[config.mk]
export PLATFORM = sky130hd
export DESIGN_NAME = signal_select_ctrl
export DESIGN_NICKNAME = d
export VERILOG_FILES = /design/src/rtl/signal_select_ctrl.sv
export SDC_FILE = /design/constraint.sdc
export NUM_CORES = 1
export LEC_CHECK = 0
export BUFFER_PORTS_ARGS = -buffer_cell sky130_fd_sc_hd__buf_2
export CORE_MARGIN = 5
export CORE_UTILIZATION = 54
export DETAILED_ROUTE_END_ITERATION = 8
export PLACE_DENSITY = 0.74
export SETUP_SLACK_MARGIN = 0.1
export SYNTH_ARGS = -nofsm -noshare
export SYNTH_HDL_FRONTEND = slang
export SYNTH_SLANG_ARGS = --single-unit
[constraint.sdc]
create_clock -name i_clk -period 2.3 [get_ports i_clk]
set_input_delay 0 -clock i_clk [delete_from_list [all_inputs] [get_ports i_clk]]
set_output_delay 0 -clock i_clk [all_outputs]
set_load 0.02 [all_outputs]
[src/rtl/signal_select_ctrl.sv]
`default_nettype none
// ============================================================================
// Module   : signal_select_ctrl
// Purpose  : Glitch-free sequencing of a two-input phase-signal selector
//            (reference phase vs. feedback phase). A source change waits for
//            the outgoing source to be low, blanks the muxed output for a
//            programmable gap, flips the select, then re-enables the output
//            once the incoming source is low.
// Revision : 1.0 - initial release
// ----------------------------------------------------------------------------
// Parameters
//   SYNC_STAGES    synchronizer depth per phase input (>= 2)
//   GAP_CYCLES     blanking cycles between gate-off and select flip (>= 1)
//   TIMEOUT_CYCLES max cycles spent in either WAIT state (>= 4)
//   RESET_SEL      o_selector after reset (1 = i_phi_r, 0 = i_phi_p)
//   ACT_WINDOW     activity-monitor window in cycles (monitor build only)
// Ports
//   i_clk       in   clock, all logic on the rising edge
//   i_rst       in   synchronous reset, active-high
//   i_phi_r     in   reference phase signal (asynchronous)
//   i_phi_p     in   feedback phase signal (asynchronous)
//   i_req_sel   in   requested source, level (1 = i_phi_r)
//   o_selector  out  select input of the selector mux
//   o_gate_en   out  gate enable for the muxed signal (0 = held low)
//   o_busy      out  high whenever the controller is not idle
//   o_done      out  one-cycle pulse when a switch completes
//   o_timeout   out  sticky WAIT timeout flag, cleared when a switch starts
//   o_stale     out  selected source inactive (monitor build only, else 0)
// Build option
//   SIGSEL_ACTIVITY_MON_EN  when defined, adds the source activity monitor
//                           that drives o_stale.
// ============================================================================
module signal_select_ctrl #(
  parameter int SYNC_STAGES    = 2,
  parameter int GAP_CYCLES     = 4,
  parameter int TIMEOUT_CYCLES = 1024,
  parameter int RESET_SEL      = 0,
  parameter int ACT_WINDOW     = 256
) (
  input  logic i_clk,
  input  logic i_rst,
  input  logic i_phi_r,
  input  logic i_phi_p,
  input  logic i_req_sel,
  output logic o_selector,
  output logic o_gate_en,
  output logic o_busy,
  output logic o_done,
  output logic o_timeout,
  output logic o_stale
);

  // --------------------------------------------------------------------------
  // Elaboration-time parameter sanity checks
  // --------------------------------------------------------------------------
  if (SYNC_STAGES < 2) begin : g_chk_sync
    $error("signal_select_ctrl: SYNC_STAGES must be >= 2");
  end
  if (GAP_CYCLES < 1) begin : g_chk_gap
    $error("signal_select_ctrl: GAP_CYCLES must be >= 1");
  end
  if (TIMEOUT_CYCLES < 4) begin : g_chk_to
    $error("signal_select_ctrl: TIMEOUT_CYCLES must be >= 4");
  end
  if (GAP_CYCLES >= TIMEOUT_CYCLES) begin : g_chk_gap_to
    $error("signal_select_ctrl: GAP_CYCLES must be < TIMEOUT_CYCLES");
  end
  if (ACT_WINDOW < 2) begin : g_chk_act
    $error("signal_select_ctrl: ACT_WINDOW must be >= 2");
  end

  // --------------------------------------------------------------------------
  // Constants
  // --------------------------------------------------------------------------
  // One counter serves both the gap and the wait timeouts; GAP_CYCLES is
  // always smaller than TIMEOUT_CYCLES so this width covers both.
  localparam int                 c_CNT_W     = $clog2(TIMEOUT_CYCLES);
  localparam logic [c_CNT_W-1:0] c_TO_LAST   = c_CNT_W'(TIMEOUT_CYCLES - 1);
  localparam logic [c_CNT_W-1:0] c_GAP_LAST  = c_CNT_W'(GAP_CYCLES - 1);
  localparam logic               c_RESET_SEL = (RESET_SEL != 0);

  typedef enum logic [1:0] {
    S_IDLE         = 2'd0,
    S_WAIT_OLD_LOW = 2'd1,
    S_GAP          = 2'd2,
    S_WAIT_NEW_LOW = 2'd3
  } state_t;

  // --------------------------------------------------------------------------
  // Input synchronizers
  // --------------------------------------------------------------------------
  logic [SYNC_STAGES-1:0] sync_r_q;
  logic [SYNC_STAGES-1:0] sync_p_q;
  logic                   w_phi_r_s;
  logic                   w_phi_p_s;

  always_ff @(posedge i_clk) begin
    if (i_rst) begin
      sync_r_q <= '0;
      sync_p_q <= '0;
    end else begin
      sync_r_q <= {sync_r_q[SYNC_STAGES-2:0], i_phi_r};
      sync_p_q <= {sync_p_q[SYNC_STAGES-2:0], i_phi_p};
    end
  end

  assign w_phi_r_s = sync_r_q[SYNC_STAGES-1];
  assign w_phi_p_s = sync_p_q[SYNC_STAGES-1];

  // --------------------------------------------------------------------------
  // Switch sequencer
  // --------------------------------------------------------------------------
  state_t             state_q;
  logic [c_CNT_W-1:0] cnt_q;
  logic               sel_q;
  logic               gate_q;
  logic               busy_q;
  logic               done_q;
  logic               timeout_q;

  logic               w_cur_src;
  logic               w_to_hit;
  logic               w_gap_end;

  // "Current source" follows the live select, so after the flip the WAIT_NEW
  // state automatically looks at the incoming source.
  assign w_cur_src = sel_q ? w_phi_r_s : w_phi_p_s;
  assign w_to_hit  = (cnt_q == c_TO_LAST);
  assign w_gap_end = (state_q == S_GAP) && (cnt_q == c_GAP_LAST);

  always_ff @(posedge i_clk) begin
    if (i_rst) begin
      state_q   <= S_IDLE;
      cnt_q     <= '0;
      sel_q     <= c_RESET_SEL;
      gate_q    <= 1'b1;
      busy_q    <= 1'b0;
      done_q    <= 1'b0;
      timeout_q <= 1'b0;
    end else begin
      done_q <= 1'b0;
      case (state_q)
        S_IDLE: begin
          // The request is only looked at here; a request that reverts
          // mid-switch is picked up again once the current switch is done.
          if (i_req_sel != sel_q) begin
            state_q   <= S_WAIT_OLD_LOW;
            cnt_q     <= '0;
            timeout_q <= 1'b0;
            busy_q    <= 1'b1;
          end
        end

        S_WAIT_OLD_LOW: begin
          if (!w_cur_src || w_to_hit) begin
            // Gate off while the outgoing source is low (or give up waiting).
            gate_q  <= 1'b0;
            cnt_q   <= '0;
            state_q <= S_GAP;
            if (w_cur_src) begin
              timeout_q <= 1'b1;
            end
          end else begin
            cnt_q <= cnt_q + 1'b1;
          end
        end

        S_GAP: begin
          if (w_gap_end) begin
            // Gate is already off, so the select can change without a runt.
            sel_q   <= ~sel_q;
            cnt_q   <= '0;
            state_q <= S_WAIT_NEW_LOW;
          end else begin
            cnt_q <= cnt_q + 1'b1;
          end
        end

        S_WAIT_NEW_LOW: begin
          if (!w_cur_src || w_to_hit) begin
            gate_q  <= 1'b1;
            done_q  <= 1'b1;
            busy_q  <= 1'b0;
            cnt_q   <= '0;
            state_q <= S_IDLE;
            if (w_cur_src) begin
              timeout_q <= 1'b1;
            end
          end else begin
            cnt_q <= cnt_q + 1'b1;
          end
        end

        default: begin
          state_q <= S_IDLE;
          cnt_q   <= '0;
          busy_q  <= 1'b0;
          gate_q  <= 1'b1;
        end
      endcase
    end
  end

  assign o_selector = sel_q;
  assign o_gate_en  = gate_q;
  assign o_busy     = busy_q;
  assign o_done     = done_q;
  assign o_timeout  = timeout_q;

  // --------------------------------------------------------------------------
  // Source activity monitor
  // --------------------------------------------------------------------------
`ifdef SIGSEL_ACTIVITY_MON_EN
  localparam int                 c_ACT_W    = $clog2(ACT_WINDOW);
  localparam logic [c_ACT_W-1:0] c_ACT_LAST = c_ACT_W'(ACT_WINDOW - 1);

  logic               prev_r_q;
  logic               prev_p_q;
  logic [c_ACT_W-1:0] act_cnt_q;
  logic               stale_q;
  logic               w_rise;

  // Both edge detectors run all the time so the detector for the incoming
  // source is already primed when the select flips.
  assign w_rise = sel_q ? (w_phi_r_s & ~prev_r_q) : (w_phi_p_s & ~prev_p_q);

  always_ff @(posedge i_clk) begin
    if (i_rst) begin
      prev_r_q  <= 1'b0;
      prev_p_q  <= 1'b0;
      act_cnt_q <= '0;
      stale_q   <= 1'b0;
    end else begin
      prev_r_q <= w_phi_r_s;
      prev_p_q <= w_phi_p_s;
      if (w_gap_end || w_rise) begin
        act_cnt_q <= '0;
        stale_q   <= 1'b0;
      end else if (act_cnt_q == c_ACT_LAST) begin
        // Window elapsed with no edge; counter holds until the next edge.
        stale_q <= 1'b1;
      end else begin
        act_cnt_q <= act_cnt_q + 1'b1;
      end
    end
  end

  assign o_stale = stale_q;
`else
  assign o_stale = 1'b0;
`endif

endmodule
`default_nettype wire
Yosys cells after proc, flatten, opt, wreduce, memory -nomap -nowiden
Index checks and enable logic that the tools add are counted.

operators by class
  add/subtract/negate cells = 1
  $mul = 0
  divide/modulo/power cells = 0
  magnitude comparators = 0
  equal/unequal tests = 12
  shift operators = 0
  muxes and demuxes = 20
  bitwise operators = 2
  reduce and logical (&&, ||, !) cells = 14

operators with widths
  kind                   number
  $mux 10                3
  $pmux 10 s3            1
  $add 10x1->10 const B  1
  $eq 10x10->1 const B   1
  $eq 10x2->1 const B    1
  $mux 1                 8
  $mux 2                 4
  $ne 2x2->1 const B     4
  $pmux 2 s4             1
  $reduce_and 4->1       2
  $pmux 1 s2             3
  $reduce_and 3->1       2
  $reduce_bool 2->1      3
  $eq 2x2->1 const B     2
  $ne 2x1->1 const B     2
  $reduce_or 2->1        2
  $eq 2x1->1 const B     1
  $logic_not 2->1        1
  $not 1->1              2
  $reduce_and 2->1       1
  $logic_and 1x1->1      1
  $logic_not 1->1        1
  $logic_or 1x1->1       1
  $ne 1x1->1             1

storage, ports and cells
  register bits after elaboration = 21
  bits in latches = 0
  RAM bits = 0
  bits in read-only memories = 0
  input bits = 5
  memories kept = 0

Logic depth before layout (Yosys ltp)
Gate-level depths: netlist (run 1).

  depth in word-level cells = 5
  mapped depth = 7
  gate-level depth less buffers = 6

Worst setup path before layout (run 1)
No wires, ideal clock.

  path type = reg-to-reg
  from = register cnt_q[0]
  to = register state_q[0]
  data arrival time = 1,528 ps
  path slack = 650 ps
  cell stages (with the launch flop) = 6
  clock period less this slack = 1,650 ps
  cell sequence = dfxtp_1 ha_1 nand3_1 nor3_2 o221ai_1 o311a_1

between the ends
  word-level cells in the longest chain between the ends = 4
  elaborated cells on any way between the ends = 8

ends and longest elaborated chain
  item                                                          line           source
  from (decl)                                                   114            logic [c_CNT_W-1:0] cnt_q;
  from (signal assigned)                                        164            cnt_q <= cnt_q + 1'b1;
  from (signal assigned)                                        175            cnt_q <= cnt_q + 1'b1;
  from (signal assigned)                                        190            cnt_q <= cnt_q + 1'b1;
  $eq 10x10->1 / $eq 10x2->1 (equally long branches)            128, 129
  $logic_or 1x1->1 / $logic_and 1x1->1 (equally long branches)  155, 180, 129
  $ne 2x2->1 (no source line)                                   n/a
  $reduce_and 4->1 (no source line) *                           n/a
  to (signal assigned)                                          133            state_q <= S_IDLE;
  to (signal assigned)                                          159            state_q <= S_GAP;
  to (signal assigned)                                          185            state_q <= S_IDLE;
  to (decl)                                                     113            state_t state_q;

Every way passes the cells marked *; elsewhere a longest branch is shown, timed or not.
A chain may end at the register's enable or synchronous reset.

Worst setup path after layout (run 1)
  from = register cnt_q[0]
  to = register cnt_q[9]

between the ends
  word-level cells in the longest chain between the ends = 4
  elaborated cells on any way between the ends = 8

ends and longest elaborated chain
  item                                                   line  source
  branches (longest 3 deep; another with $add 10x1->10)  n/a
  $pmux 10 s3 *                                          142   case (state_q)

Mark *: on every way between the ends.

==> metrics.md, run 1 <==
| Metric | Value |
|---|---|
| Int Pwr | approximately 600 uW |
| Layout fillers | 191 |
| Flops & latches, synth | 21 |
| Post-synth top area share | 39.7% |
| Sequential Power Share | 45.7% |
| Slowest cell on crit path | o32ai_4 |
| Sequential area share after synthesis | 39.7% |
| Hold slack | 0.0671 ns |
| Area Growth Syn to Fin | 8.86% |
| FMAX | 490 MHz |
| Crit-path cells | ha_1 -> nand3_1 -> nor3_2 -> o32ai_4 -> or3b_1 -> a31oi_1 |
| Setup CP Type | flop to flop |
| Pin count of the biggest net entering global routing | 21 |
| Min-delay src | i_rst |
| Router iterations before antenna repair | 4 |
| Final setup margin | 0.257 ns |
| Vias in the first global route | about 780 |
| Gr usage total | around 16% |
| Skew-Pair Late Insertion Delay | 0.31 ns |
| Root Driver | clkbuf_4 |
| Fin crit share | 88.8% |
| Placed instance count | 153 |
| Hold Fails Final Rpt | 0 |
| DPL Wire Length | 1.35 mm |
| R2R cell count | 6 |
| DRC Markers | 0 |
| Most used DFF post-synth | dfxtp_1 |
| Worst path top cell family by delay | simple AND/OR/NAND/NOR gates |
| Mapped cell area | 1060 um2 |
| Final Max Slew Viols | 0 |
| Mapped Cells | 123 |
| CP Data Arrival Time | approximately 2.3 ns |
| Worst Hold End | o_done |
| Slew headroom | between 60% and 70% |
| Status | completed |
| CP bufs+invs | 0 |
| Clock share of power | 18.9% |
| Reg2reg end | cnt_q[9] |
| Diode count | 0 |
| Ys async rst share | 0% |
| Routed WL | between 1.5 and 2 mm |
| Io pins | 11 |
| Die Ht | 54.3 um |
| Gpl congestion | 0.767 |
| Post-DR wirelength/cell | 12.4 um |
| Pre-CTS WS | 0.336 ns |
| Post-Route Skew | ~0.0028 ns |
| Cell taking the most area after synthesis | dfxtp_1 |
| Finished Cell Area | 1150 um2 |
| CP max FO | 14 |
| Startpoint types | flop |
| Dpl cell area | around 1100 um2 |
| Max Cap Viol | 0 |
| Die Area | approximately 2900 um2 |
| Sinks on Clock Net | 21 |
| Initial Utilization | 55.1% |
| Final period demand of the worst path | 2.04 ns |
| Global-route wire length before repair | 3.44 mm |
| Total power | 950 uW |
| Clock transition at path regs | 0.11 ns |
| Grt total ovfl | 0 |
| Detailed router's first-iteration violation count | 26 |
| FF+latch area | 420 um2 |
| Post-DRT Antenna Nets | 0 |
| Port Buffers | 9 |
| Multi-input combinational cell area | 586 um2 |
| Ys Warns | 0 |
| CP Capture Type | flop |
| DIE WIDTH | 54.3 um |
| Unrepaired setup endpoints after global routing | false |
| Switch Pwr | 353 uW |
| VDD IR max | ~370 uV |
| Switching part of the total | 37.2% |
| Initial antenna violation count | 0 |
| Syn_nets | 134 |
| Post-synth EDFFs | 0 |
| FF-to-FF Start | cnt_q[0] |
| CORE AREA | 1920 um2 |
| Post-route insts no fill | 159 |
| Final Setup Violations | 0 |
| CP required | 2.54 ns |
| TNS Setup | 0 ns |
| Utilization after layout | ~60% |
| Via count | 871 |
| CTS Buf Count | 3 |
| Worst Hold Class | primary input to flop |
| Nets | 144 |
| Share of layout cells above drive strength 1 | between 10 and 15% |
| Slew @ Worst Pin | approximately 0.59 ns |
| Delay of the slowest cell on the worst path | 0.52 ns |
| Area contributors post-synth | dfxtp_1 (40%), ha_1 (7.1%), nor2_1 (6.0%) |
| Power per cell area | 824 nW/um2 |
| Worst Hold Path Cells | 2 |
| Via density | roughly 5.5 |
| CTS tree | built |
| Num rows | 16 |
| Leak | ~0.46 nW |
| Synth cell types | 34 |
| Clock buffer depth | 2 |
| Mapped Avg Cell Area | 8.62 um2 |
| CTS HTree Levels | 1 |
| Post-CTS Setup Inserts | 0 |
| Combinational Power Share | between 30% and 40% |
| Setup slack, reg-to-reg | 0.26 ns |
layout by cell type, fill, tap and decap left out, drive strengths merged, types with 2 or more instances in the layout:
cell type     n
buf           9
a31oi         4
ha            6
clkbuf        4
dlygate4sd3   2
nand2        15
nor3          2
a21oi         2
nand3b        2
dfxtp        21
nor2         17
xor2          5
a22oi         5
nand2b        2
inv           6
o31ai         2
nand3         8
nand4         2
nor2b         4
routing by layer:
metal	wire length (um)	GRT usage (%)	up-vias	part of all wire, %
li1	-	-	440	-
met1	876	19.7	410	45
met2	995	27.5	18	51
met3	68	2.45	3	3.5
met4	23	7.47	0	1.2
met5	0	0	-	0
cell usage after synthesis, types with 2 or more instances:
cell / count
inv_1: 6
xor2_1: 5
clkbuf_1: 3
a22oi_1: 5
nand3_1: 8
nor2_1: 17
nand2_1: 15
dfxtp_1: 21
buf_4: 2
nand3b_1: 2
nand4_1: 2
a21oi_1: 2
o31ai_1: 2
nand2b_1: 2
nor2b_1: 4
ha_1: 6
a31oi_1: 4
final cells by class:
type,instances,area share [%]
sequential,21,36.4
tap,27,2.93
multi-input combinational,90,50.8
inverter,6,1.95
clock buffer,4,2.28
timing repair buffer,11,5.64
flip-flops by register name (all words and copies together), names as in the netlist:
name,cells
o_gate_en,1
sync_r_q,2
o_selector,1
o_busy,1
state_q,2
cnt_q,10
sync_p_q,2
o_done,1
o_timeout,1
how the worst max path moves through the flow:
| stage | depth (start not counted) | endpoint | from | slack [ns] |
|---|---|---|---|---|
| after floorplan | 5 | state_q[0] | cnt_q[0] | 0.65 |
| after global placement | 6 | cnt_q[9] | cnt_q[0] | 0.42 |
| after detailed placement | 6 | cnt_q[9] | cnt_q[0] | 0.34 |
| after CTS | 6 | cnt_q[9] | cnt_q[0] | 0.29 |
| after global routing | 6 | cnt_q[9] | cnt_q[0] | 0.13 |
| final | 6 | cnt_q[9] | cnt_q[0] | 0.26 |
what timing repair did:
action                     CTS  global route
gates resized for setup      0             0
setup endpoints to repair    0             0
hold buffers                 2             0
hold endpoints to repair     2             0
power by group through the flow:
| stage | Combinational (mW) | Clock, mW | Sequential [mW] |
|---|---|---|---|
| global route | 0.390 | 0.194 | 0.439 |
| finish | 0.336 | 0.180 | 0.434 |
| CTS | 0.341 | 0.186 | 0.435 |
| floorplan | 0.255 | 0 | 0.457 |
| global placement | 0.324 | 0 | 0.440 |
| detailed placement | 0.336 | 0 | 0.444 |
cell families (layout without fill, tap and decap cells):
group / after synthesis / count (layout) / share of synthesized area, %
AND/OR/NAND/NOR: 56 / 56 / 25.6
XOR/XNOR: 6 / 6 / 4.96
multiplexers: 2 / 2 / 2.36
buffers and inverters: 12 / 21 / 5.08
adder cells (fa/ha/maj): 6 / 6 / 7.08
other: 1 / 1 / 0.354
AO/OA/AOI/OAI: 19 / 19 / 14.9
flip-flops: 21 / 21 / 39.7
worst register-to-register path: cells and delay by family, from the launching register on:
family | cells | cell delay [ns]
compound gates | 2 | 0.65
flops | 1 | 0.37
fa+ha+maj | 1 | 0.25
simple gates | 3 | 0.70
(Power assumes the default switching activity.)
==> inputs of run 2 (changes only) <==
- CORE_ASPECT_RATIO: default -> 0.8
==> metrics.md, run 2 (same netlist as run 1, synthesis figures left out) <==
| Metric | Value |
|---|---|
| Status | completed |
| Reg2reg end | cnt_q[9] |
| Clock share of power | 18.4% (-0.5 points) |
| Int Pwr | 616 uW (+3.2%) |
| Final period demand of the worst path | 1.92 ns (-0.121 ns) |
| TNS Setup | 0 ns (unchanged) |
| Switch Pwr | 362 uW (+2.4%) |
| Via density | 5.49 (+0.29%) |
| Commonest non-fill, non-tap cells in the layout | dfxtp_1 (21), nor2_1 (17), nand2_1 (15), buf_2 (9), nand3_1 (8) |
| Die Area | 2950 um2 (+0.19%) |
| Port Buffers | 9 (unchanged) |
| VDD IR max | 620 uV (+66%) |
| Pre-CTS WS | 0.336 ns (-0.000438 ns) |
| CP required | 2.55 ns (about the same) |
| Router iterations before antenna repair | 5 (+1) |
| DPL Wire Length | 1.36 mm (+0.44%) |
| Switching part of the total | 37.0% (-0.18 points) |
| Num rows | 14 (-2) |
| Unrepaired setup endpoints after global routing | false |
| Final setup margin | 0.378 ns (+0.121 ns) |
| Min-delay src | i_rst |
| Root Driver | clkbuf_4 |
| Final Setup Violations | 0 (unchanged) |
| Pin count of the biggest net entering global routing | 21 (unchanged) |
| DRC Markers | 0 (unchanged) |
| Sinks on Clock Net | 21 (unchanged) |
| Worst Hold Class | primary input to flop |
| Total power | 978 uW (+2.9%) |
| CP Data Arrival Time | 2.17 ns (-0.11 ns) |
| Clock transition at path regs | 0.12 ns (about the same) |
| CTS tree | built |
| FF+latch area | 420 um2 (unchanged) |
| Power per cell area | 828 nW/um2 (+0.54%) |
| Post-Route Skew | 0.00690 ns (+0.00411 ns) |
| Vias in the first global route | 813 (+3.8%) |
| Final Max Slew Viols | 0 (unchanged) |
| Routed WL | 1.99 mm (+1.4%) |
| CTS Buf Count | 3 (unchanged) |
| Grt total ovfl | 0 (unchanged) |
| Io pins | 11 (unchanged) |
| CTS HTree Levels | 1 (unchanged) |
| Area Growth Syn to Fin | 11.5% |
| Max reg flops | 10 (unchanged) |
| Leak | 0.486 nW (+5.4%) |
| Diode count | 0 (unchanged) |
| CP Capture Type | flop |
| Global-route wire length before repair | 3.44 mm (unchanged) |
| Startpoint types | flop |
| Multi-input combinational cell area | 586 um2 (unchanged) |
| Detailed router's first-iteration violation count | 17 (-35%) |
| Clock buffer depth | 2 (unchanged) |
| CP max FO | 8 (-6) |
| DIE WIDTH | 59.5 um (+9.6%) |
| Top reg by flops | cnt_q |
| Share of layout cells above drive strength 1 | 15.4% (+3.3 points) |
| Post-DRT Antenna Nets | 0 (unchanged) |
| FF-to-FF Start | cnt_q[0] |
| Sequential Power Share | 44.5% (-1.2 points) |
| Worst Hold End | o_done |
| Setup slack, reg-to-reg | 0.38 ns (+0.12 ns) |
| Gpl congestion | 0.830 (+8.3%) |
| Hold Fails Final Rpt | 0 (unchanged) |
| CORE AREA | 1870 um2 (-2.5%) |
| Initial Utilization | 56.5% (+1.4 points) |
| Initial antenna violation count | 0 (unchanged) |
| Skew-Pair Late Insertion Delay | 0.31 ns (about the same) |
| Worst Hold Path Cells | 2 (unchanged) |
| Gr usage total | 15.1% (-1.0 points) |
| Post-DR wirelength/cell | 12.5 um (+0.79%) |
| Setup CP Type | flop to flop |
| Combinational Power Share | 37.1% (+1.7 points) |
| FMAX | 520 MHz (+6.3%) |
| Via count | 879 (+0.92%) |
| Max Cap Viol | 0 (unchanged) |
| Fin crit share | 83.6% (-5.2 points) |
| Die Ht | 49.6 um (-8.6%) |
| R2R cell count | 6 (unchanged) |
| Nets | 148 (+2.8%) |
| Leading cell type in the layout, fill and taps excluded | dfxtp_1 |
| Layout fillers | 152 (-20%) |
[run 2: changes by cell type in the layout (fill, tap and decap cells not counted)]
cell	change
clkbuf_1	-1
buf_4	+4
clkinv_2	+1
[run 2: stage by stage]
stage | hold slack, ns | instances | cell area, um2 | utilization (%)
floorplan | 0.128 | 123 | 1060 | -
finish | 0.0604 | 160 | 1180 | 63.0
CTS | 0.0570 | 156 | 1150 | 61.4
global placement | 0.215 | 150 | 1100 | 58.9
global route | 0.0747 | 160 | 1180 | 63.0
detailed placement | 0.216 | 150 | 1100 | 58.9
[run 2: final cells by class]
cell class	instances	share of cell area (%)
clock buffer	3	1.91
clock inverter	1	0.424
inverter	6	1.91
multi-input combinational	90	49.6
sequential	21	35.6
tap	24	2.54
timing repair buffer	15	8.05
[run 2: critical path, stage by stage, from the launching register on]
cell and delay (ns):
dfxtp_1 0.36, ha_1 0.25, nand3_1 0.20, nor3_2 0.11
o32ai_4 0.41, or3b_1 0.40, a31oi_1 0.13
[run 2: power by group through the flow]
| stage | Combinational [mW] | Clock (mW) | Sequential (mW) |
|---|---|---|---|
| detailed placement | 0.329 | 0 | 0.444 |
| global placement | 0.322 | 0 | 0.441 |
| global route | 0.416 | 0.206 | 0.443 |
| floorplan | 0.255 | 0 | 0.457 |
| CTS | 0.333 | 0.188 | 0.435 |
| finish | 0.363 | 0.180 | 0.435 |
[run 2: repair_timing]
| item | CTS | global route |
|---|---|---|
| endpoints found under the hold margin | 2 | 0 |
| hold buffers | 2 | 0 |
| resized for setup | 0 | 0 |
| endpoints found under the setup margin | 0 | 1 |
| buffers inserted | 0 | 4 |
[run 2: per-layer routing]
metal | global-route usage (%) | vias to the layer above | routed length (um)
met5 | 0 | - | 0
met4 | 4.43 | 0 | 27
met3 | 4.70 | 4 | 104
met2 | 24.0 | 18 | 901
met1 | 19.4 | 413 | 959
li1 | - | 444 | -
[run 2: worst max path at each step]
| stage | startpoint | endpoint | cells past startpoint |
|---|---|---|---|
| CTS | cnt_q[0] | cnt_q[9] | 6 |
| detailed placement | cnt_q[0] | cnt_q[9] | 6 |
| global placement | cnt_q[0] | cnt_q[9] | 6 |
| global route | cnt_q[0] | cnt_q[9] | 6 |
| finish | cnt_q[0] | cnt_q[9] | 6 |
| floorplan | cnt_q[0] | state_q[0] | 5 |
==> inputs of run 3 (changes only) <==
- clock period: 2.3 -> 1.9 ns (I/O delays scaled with it)
==> metrics.md, run 3 (same netlist as run 1, synthesis figures left out) <==
| Metric | Value |
|---|---|
| Num rows | 14 (unchanged) |
| Final period demand of the worst path | 1.70 ns (-0.221 ns) |
| Clock buffer depth | 2 (unchanged) |
| Switch Pwr | 446 uW (+23%) |
| Combinational Power Share | 37.0% (about the same) |
| CTS Buf Count | 3 (unchanged) |
| Worst Hold Path Cells | 2 (unchanged) |
| Post-DR wirelength/cell | 12.5 um (about the same) |
| Global-route wire length before repair | 3.42 mm (-0.61%) |
| Max reg flops | 10 (unchanged) |
| Die Area | 2950 um2 (unchanged) |
| Gpl congestion | 0.786 (-5.3%) |
| Via count | 881 (+0.23%) |
| Initial antenna violation count | 0 (unchanged) |
| TNS Setup | 0 ns (unchanged) |
| Commonest non-fill, non-tap cells in the layout | dfxtp_1 (20), nor2_1 (17), nand2_1 (15), buf_2 (9), nand3_1 (7) |
| CTS HTree Levels | 1 (unchanged) |
| Diode count | 0 (unchanged) |
| DPL Wire Length | 1.36 mm (+0.25%) |
| Post-CTS Setup Inserts | 0 (unchanged) |
| Nets | 147 (-0.68%) |
| Root Driver | clkbuf_4 |
| Router iterations before antenna repair | 4 (-1) |
| Skew-Pair Late Insertion Delay | 0.31 ns (about the same) |
| Fin crit share | 89.5% (+5.9 points) |
| Layout fillers | 148 (-2.6%) |
| Clock transition at path regs | 0.12 ns (about the same) |
| Io pins | 11 (unchanged) |
| Setup slack, reg-to-reg | 0.20 ns (-0.18 ns) |
| Hold Fails Final Rpt | 0 (unchanged) |
| Vias in the first global route | 768 (-5.5%) |
| Post-Route Skew | 0.0110 ns (+0.00406 ns) |
| Via density | 5.54 (+0.86%) |
| VDD IR max | 956 uV (+54%) |
| Area Growth Syn to Fin | 13.6% |
| R2R cell count | 6 (unchanged) |
| Clock share of power | 18.6% (+0.2 points) |
| Gr usage total | 15.2% (+0.069 points) |
| Post-DRT Antenna Nets | 0 (unchanged) |
| Final Max Slew Viols | 0 (unchanged) |
| CP required | 2.14 ns (-0.41 ns) |
| CTS tree | built |
| Switching part of the total | 37.4% (+0.45 points) |
| Post-route insts no fill | 159 (-0.63%) |
| Leading cell type in the layout, fill and taps excluded | dfxtp_1 |
| Worst Setup SP | state_q[1] |
| Detailed router's first-iteration violation count | 34 (+17) |
| Share of layout cells above drive strength 1 | 19.3% (+3.8 points) |
| Pin count of the biggest net entering global routing | 21 (unchanged) |
| FMAX | 588 MHz (+13%) |
| Routed WL | 1.98 mm (-0.65%) |
| Startpoint types | flop |
| CORE AREA | 1870 um2 (unchanged) |
| Critical Path Sink | cnt_q[9] |
| Initial Utilization | 56.5% (unchanged) |
| Unrepaired setup endpoints after global routing | false |
| Sinks on Clock Net | 21 (unchanged) |
| Worst Hold Class | primary input to flop |
| Finished Cell Area | 1200 um2 (+1.9%) |
| Leak | 0.493 nW (+1.4%) |
| Status | completed |
| Die Ht | 49.6 um (unchanged) |
| FF-to-FF Start | state_q[1] |
| Grt total ovfl | 0 (unchanged) |
| Placed instance count | 153 (+2.0%) |
| DIE WIDTH | 59.5 um (unchanged) |
| CP Data Arrival Time | 1.94 ns (-0.23 ns) |
| Sequential Power Share | 44.4% (about the same) |
| Port Buffers | 9 (unchanged) |
| Max Cap Viol | 0 (unchanged) |
| Final Setup Violations | 0 (unchanged) |
| Reg2reg end | cnt_q[9] |
| Power per cell area | 989 nW/um2 (+19%) |
| CP Capture Type | flop |
| Dpl cell area | 1130 um2 (+2.0%) |
| CP max FO | 6 (-2) |
| Top reg by flops | cnt_q |
| DRC Markers | 0 (unchanged) |
| Setup CP Type | flop to flop |
| Int Pwr | 745 uW (+21%) |
[run 3: cell count changes in the layout (fill, tap and decap cells not counted), sizes merged]
cell,change
clkinvlp,+1
buf,-1
clkinv,-1
[run 3: routing by layer]
| layer | part of all wire, % | GRT usage (%) | up-vias |
|---|---|---|---|
| li1 | - | - | 448 |
| met1 | 49 | 19.9 | 407 |
| met2 | 44 | 22.5 | 21 |
| met3 | 6.0 | 4.70 | 5 |
| met4 | 1.8 | 6.64 | 0 |
| met5 | 0 | 0 | - |
[run 3: repair_timing]
item | in CTS | in global routing
hold buffers | 2 | 0
resized for setup | 0 | 7
endpoints found under the setup margin | 0 | 12
hold endpoints to repair | 2 | 0
[run 3: cell type report]
cell class / instances / area (um2) / area share, %
repair buffers: 14 / 87.6 / 7.28
clock buffers: 3 / 22.5 / 1.87
inverters: 6 / 22.5 / 1.87
flip-flops and latches: 21 / 422 / 35.0
clock inverters: 1 / 7.51 / 0.624
well taps: 24 / 30.0 / 2.49
multi-input cells: 90 / 612 / 50.8
[run 3: power by group through the flow]
stage               Sequential (mW)  Clock (mW)  Combinational, mW
floorplan                     0.553           0              0.309
finish                        0.529       0.222              0.440
global route                  0.537       0.255              0.490
global placement              0.533           0              0.406
CTS                           0.527       0.235              0.425
detailed placement            0.537           0              0.419
[run 3: per-stage QoR]
step	hold slack, ns	utilization [%]	total power [mW]	worst slack [ns]
global placement	0.215	60.1	0.940	0.258
CTS	0.0487	62.8	1.19	0.133
detailed placement	0.221	60.1	0.956	0.165
finish	0.0610	64.2	1.19	0.199
floorplan	0.128	-	0.862	0.250
global route	0.0546	64.2	1.28	0.0963
[run 3: critical path: stages (launching register included)]
cell and delay, ns:
dfxtp_2 0.36, inv_1 0.10, ha_1 0.21, o21ai_2 0.10
o32ai_4 0.35, or3b_1 0.38, a31oi_1 0.12
[run 3: worst min-delay path by stage]
stage	from	to	slack, ns
final	i_rst	cnt_q[6]	0.06
after global routing	i_rst	cnt_q[5]	0.05
after CTS	i_rst	cnt_q[5]	0.05
after detailed placement	i_phi_p	sync_p_q[0]	0.22
after global placement	i_phi_r	sync_r_q[0]	0.21
after floorplan	i_phi_p	sync_p_q[0]	0.13
